File: src/rtl/arb3_pkg.sv
// Shared definitions for the 3-way round-robin arbiter: mux select codes and FSM states.
// No logic latency (types, constants and pure helper functions only).
// No flow control here; callers own all handshaking.
package arb3_pkg;

    localparam logic [1:0] SEL_I0 = 2'b10;
    localparam logic [1:0] SEL_I1 = 2'b11;
    localparam logic [1:0] SEL_I2 = 2'b00;

    typedef enum logic {
        IDLE  = 1'b0,
        GRANT = 1'b1
    } state_t;

    function automatic logic [1:0] gnt_idx(input logic [2:0] gnt);
        case (gnt)
            3'b010:  return 2'd1;
            3'b100:  return 2'd2;
            default: return 2'd0;
        endcase
    endfunction

    function automatic logic [1:0] ptr_after(input logic [1:0] idx);
        return (idx == 2'd2) ? 2'd0 : idx + 2'd1;
    endfunction

    // Downstream two-stage mux decode; anything not one-hot parks the mux on idle_sel.
    function automatic logic [1:0] gnt_sel(input logic [2:0] gnt, input logic [1:0] idle_sel);
        case (gnt)
            3'b001:  return SEL_I0;
            3'b010:  return SEL_I1;
            3'b100:  return SEL_I2;
            default: return idle_sel;
        endcase
    endfunction

endpackage

File: src/rtl/arb3_rr_pick.sv
// Round-robin winner picker: first set bit of req starting at ptr, wrapping mod 3.
// Purely combinational, zero latency.
// No backpressure; win is all-zero when no request is set.
module arb3_rr_pick (
    input  logic [2:0] req,
    input  logic [1:0] ptr,
    output logic [2:0] win,
    output logic       any
);

    always_comb begin
        win = 3'b000;
        any = |req;
        case (ptr)
            2'd1: begin
                if      (req[1]) win = 3'b010;
                else if (req[2]) win = 3'b100;
                else if (req[0]) win = 3'b001;
            end
            2'd2: begin
                if      (req[2]) win = 3'b100;
                else if (req[0]) win = 3'b001;
                else if (req[1]) win = 3'b010;
            end
            // ptr 3 is unreachable; treat it like 0 so the picker stays total
            default: begin
                if      (req[0]) win = 3'b001;
                else if (req[1]) win = 3'b010;
                else if (req[2]) win = 3'b100;
            end
        endcase
    end

endmodule

File: src/rtl/rr_arb3_sel.sv
// 3-requester round-robin arbiter driving one-hot grant plus a 3:1 mux select; RR_ARB3_LOCK_EN enables multi-beat lock.
// 1-cycle request-to-grant latency; back-to-back grants on accept with no bubble.
// Grant and select hold stable while valid_o is high and ready_i is low.
module rr_arb3_sel
    import arb3_pkg::*;
#(
    parameter logic [1:0] IdleSel = 2'b00
) (
    input  logic       clk_i,
    input  logic       rst_ni,
    input  logic [2:0] req_i,
    input  logic       ready_i,
    output logic [2:0] gnt_o,
    output logic       valid_o,
    output logic [1:0] sel_o
);

    state_t     state_q;
    logic [2:0] gnt_q;
    logic [1:0] sel_q;
    logic       valid_q;
    logic [1:0] ptr_q;

    logic       accept;
    logic       cur_req;
    logic       rearb;
    logic [1:0] adv_ptr;
    logic [2:0] pick_req;
    logic [1:0] pick_ptr;
    logic [2:0] win;
    logic       win_any;

    assign accept  = valid_q & ready_i;
    assign cur_req = |(req_i & gnt_q);
    assign adv_ptr = ptr_after(gnt_idx(gnt_q));

`ifdef RR_ARB3_LOCK_EN
    // A locked requester keeps the grant across beats until its request drops.
    assign rearb = accept & ~cur_req;
`else
    assign rearb = accept;
`endif

    // On a re-arbitrating accept, the just-served requester is excluded and the
    // search starts one past it, so the next winner comes from "another" requester.
    always_comb begin
        pick_req = req_i;
        pick_ptr = ptr_q;
        if (state_q == GRANT && rearb) begin
            pick_req = req_i & ~gnt_q;
            pick_ptr = adv_ptr;
        end
    end

    arb3_rr_pick u_pick (
        .req (pick_req),
        .ptr (pick_ptr),
        .win (win),
        .any (win_any)
    );

    always_ff @(posedge clk_i or negedge rst_ni) begin
        if (!rst_ni) begin
            state_q <= IDLE;
            gnt_q   <= 3'b000;
            sel_q   <= IdleSel;
            valid_q <= 1'b0;
            ptr_q   <= 2'd0;
        end else begin
            case (state_q)
                IDLE: begin
                    if (win_any) begin
                        state_q <= GRANT;
                        gnt_q   <= win;
                        sel_q   <= gnt_sel(win, IdleSel);
                        valid_q <= 1'b1;
                    end
                end
                GRANT: begin
                    if (rearb) begin
                        ptr_q <= adv_ptr;
                        if (win_any) begin
                            gnt_q   <= win;
                            sel_q   <= gnt_sel(win, IdleSel);
                            valid_q <= 1'b1;
                        end else begin
                            state_q <= IDLE;
                            gnt_q   <= 3'b000;
                            sel_q   <= IdleSel;
                            valid_q <= 1'b0;
                        end
                    end else if (!cur_req) begin
                        // Requester withdrew before its beat was taken: drop, keep pointer.
                        state_q <= IDLE;
                        gnt_q   <= 3'b000;
                        sel_q   <= IdleSel;
                        valid_q <= 1'b0;
                    end
                end
                default: begin
                    state_q <= IDLE;
                    gnt_q   <= 3'b000;
                    sel_q   <= IdleSel;
                    valid_q <= 1'b0;
                end
            endcase
        end
    end

    assign gnt_o   = gnt_q;
    assign sel_o   = sel_q;
    assign valid_o = valid_q;

endmodule

File: config.mk
export PLATFORM = sky130hd
export DESIGN_NAME = rr_arb3_sel
export DESIGN_NICKNAME = d
export VERILOG_FILES = /design/src/rtl/arb3_pkg.sv /design/src/rtl/arb3_rr_pick.sv /design/src/rtl/rr_arb3_sel.sv
export SDC_FILE = /design/constraint.sdc
export NUM_CORES = 1
export LEC_CHECK = 0
export CAP_MARGIN = 20
export CORE_AREA = 2 2 39 41
export CTS_CLUSTER_SIZE = 16
export DETAILED_ROUTE_END_ITERATION = 8
export DIE_AREA = 0 0 41 43
export PLACE_DENSITY_LB_ADDON = 0.1
export SETUP_SLACK_MARGIN = 0.05
export SYNTH_ARGS = -nofsm -noshare
export SYNTH_HDL_FRONTEND = slang
export SYNTH_SLANG_ARGS = --single-unit
File: constraint.sdc
create_clock -name clk_i -period 2.6 [get_ports clk_i]
set_input_delay 0.39 -clock clk_i [delete_from_list [all_inputs] [get_ports clk_i]]
set_output_delay 0.39 -clock clk_i [all_outputs]
set_load 0.005 [all_outputs]
==> key figures <==
Global route
  – M1 GR Usage: 0.281
  – Met2 usage: 0.294
  – Initial antenna violation count: 0
  – Remaining Overflow, GRT: 0
  – GRT Total Usage: 0.203
  – GR met3 Demand/Resource: 0.0733
  – First-pass GRT wire length: 2.42 mm
  – Largest net degree at the start of global routing: 10
  – Most used routing layer: met2
  – Vias in the first global route: between 500 and 600

STA
  – Fmax: 0.408 GHz
  – Final worst slack: around 150 ps
  – Fin crit period: 2450 ps
  – Hold Fails Final Rpt: 0
  – Setup tns final: 0 ps
  – RSZ-0062 raised after global routing: no
  – Setup Skew: 1.89 ps
  – Setup Viol. Count Final: 0
  – Max_slew headroom: 0.311
  – Final worst path period share: 0.942
  – Final Slew Violations: 0
  – Worst-Margin Slew: approximately 1000 ps

Synthesis
  – Synth Flop Type: dfrtp_1
  – Synth top area cells: dfrtp_1 39%, nand2_1 8.4%, o41ai_1 4.5%
  – Synthesized Nets: 72
  – Post-synth top area cell: dfrtp_1
  – Async SR Flop Fraction: 1.00
  – Mapped Area: slightly below 600 um^2
  – Syn_area_per_cell: 9.09 um^2
  – Warnings, synthesis: 0
  – #FFs+latches synth: 9
  – Post-synth EDFFs: 0
  – Area fraction of the dominant cell type after synthesis: 0.387
  – Sequential share of the synthesized area: 0.387
  – Cell count after synthesis: between 60 and 70
  – Cell variety after synth: 27

Layout
  – Fin cells: 100
  – Syn-to-layout area delta: 36.3%
  – Fill cell count: 130
  – Share of cells above drive strength 1: 0.202
  – Commonest non-fill, non-tap cells in the layout: 13 x nand2_1, 11 x clkdlybuf4s50_1, 9 x dfrtp_1, 6 x inv_1, 6 x buf_4
  – Most common cell after layout, fill and taps aside: nand2_1
  – N_diodes: 0
  – Multi-input gate area: 343 um^2
  – Storage element area: 225 um^2
  – Final net count: 93

Placement
  – Post-placement cell count: 96
  – GPL Wtd Cong: around 0.86
  – IO Port Bufs: 11
  – Dpl hpwl: 1.06 mm
  – Post-placement setup slack: -212 ps

Setup path
  – Max incr delay on CP: 500 ps
  – Worst Path Arrival: 2610 ps
  – CP bufs+invs: 2
  – Crit path max-delay family: compound AO/OA/AOI/OAI gates
  – Largest fanout on the critical path: 6
  – Worst Setup End Kind: flop
  – Worst path slowest cell: clkdlybuf4s50_1
  – CP Launch Type: input pin
  – Critical path class: input pin to flop
  – Cells along the critical path: clkdlybuf4s50_1 -> nand3_2 -> buf_4 -> o21a_1 -> ha_1 -> nand2b_1 -> a311oi_2 -> o31a_2 -> nand2_1 -> a32o_1
  – WP data required: between 2000 and 3000 ps

Route
  – DRC: 0
  – 1st-iter DRT viols: 47
  – DRT antenna net count: 0
  – Vias: 579
  – Via density per instance: slightly below 6
  – Total Routed Length: 1.48 mm
  – Wire length per cell: 14.8 um
  – Drt pass-1 iters: 4

Floorplanning
  – Horiz. Die Dim: 41 um
  – Total core area: 1380 um^2
  – Die H: 43 um
  – Cell Rows: 14
  – Initial Utilization: 0.420
  – Ports: 12
  – Die footprint: 1760 um^2

CTS
  – Max clock buf depth: 2
  – Clock-pin slew on the worst setup and hold paths: 70 ps
  – CTS tree: built
  – Cts bufs inserted: 3
  – Setup Buffers After CTS: 0
  – Clk_lat worst skew: 260 ps
  – Root buffer cell: clkbuf_4
  – CTS H-tree depth: 1
  – Num Clock Sinks: 9

Power and ir drop
  – Max IR drop VDD: 0.548 mV
  – Tot Pwr: 0.929 mW
  – PD cells: 1170 nW/um^2
  – Leak: roughly 0.35 nW

Run status
  – Status: finished, final reports clean

Job
  – # Max-Cap Violations: 0

Hold path
  – Path type of the worst min-delay path: input pin to asynchronous set/reset pin
-- worst register-to-register path, cell delays in order (launching register included) --
cell      delay [ps]
dfrtp_1          480
nand3_2          120
buf_4            180
o21a_1           190
ha_1             330
nand2b_1         160
a311oi_2         260
o31a_2           190
nand2_1           50
a32o_1           240
-- routing by layer --
layer  routed length, um  vias up
met5                   0        -
met4                   0        0
met3                  98        0
met2                 660       35
met1                 720      264
li1                    -      280
-- cell usage after synthesis (2+ instances only) --
cell type / number
nand4_1: 2
o41ai_1: 3
a21oi_1: 3
nand2b_1: 2
inv_1: 6
a32o_1: 2
ha_1: 2
nor2_1: 3
o21ai_0: 3
nand2_1: 13
dfrtp_1: 9
-- repair_timing --
item	in CTS	in global routing
resized for setup	0	2
hold buffers	0	0
setup endpoints to repair	0	3
-- sequential cells by signal, indices dropped and copies added (netlist names) --
| register | flops |
|---|---|
| valid_o | 1 |
| ptr_q | 2 |
| gnt_o | 3 |
| sel_o | 2 |
| state_q | 1 |
-- area by class of cell --
class                      count  area share
tap                           16      0.0252
multi-input combinational     48       0.432
clock inverter                 1     0.00631
inverter                       6      0.0284
clock buffer                   3      0.0284
sequential                     9       0.284
timing repair buffer          17       0.196
-- power breakdown --
group          switching [mW]  internal, mW  leakage, nW
Clock                  0.0562        0.0568       0.0177
Sequential             0.0570         0.196        0.115
Combinational           0.271         0.292        0.213
Total                   0.384         0.545        0.345
-- final timing paths --
path                       slack [ps]  depth (start not counted)  startpoint  endpoint
max in group asynchronous        1870                          1      rst_ni   state_q
max reg2reg                       270                          9     state_q  sel_o[1]
min in group clk_i                490                          2    ptr_q[1]  ptr_q[1]
min reg2reg                       490                          2    ptr_q[1]  ptr_q[1]
max                               150                         10     ready_i  sel_o[1]
min                               430                          1      rst_ni  ptr_q[1]
-- through the flow --
step | utilization | hold WS (ps) | area (um^2)
floorplan | - | 94.4 | 582
global placement | 0.543 | 451 | 752
detailed placement | 0.543 | 462 | 752
CTS | 0.563 | 440 | 779
global route | 0.573 | 461 | 793
finish | 0.573 | 430 | 793
-- kinds of logic (layout without fill, tap and decap cells) --
family,after synthesis,count (layout),share of synthesized area
AOI/OAI and AO/OA,22,22,0.314
xor gates and xnor gates,1,1,0.0151
adders and majority gates,2,2,0.0430
buffers and inverters,7,27,0.0473
DFF,9,9,0.387
and+or+nand+nor,23,23,0.194
(Power assumes the default switching activity.)
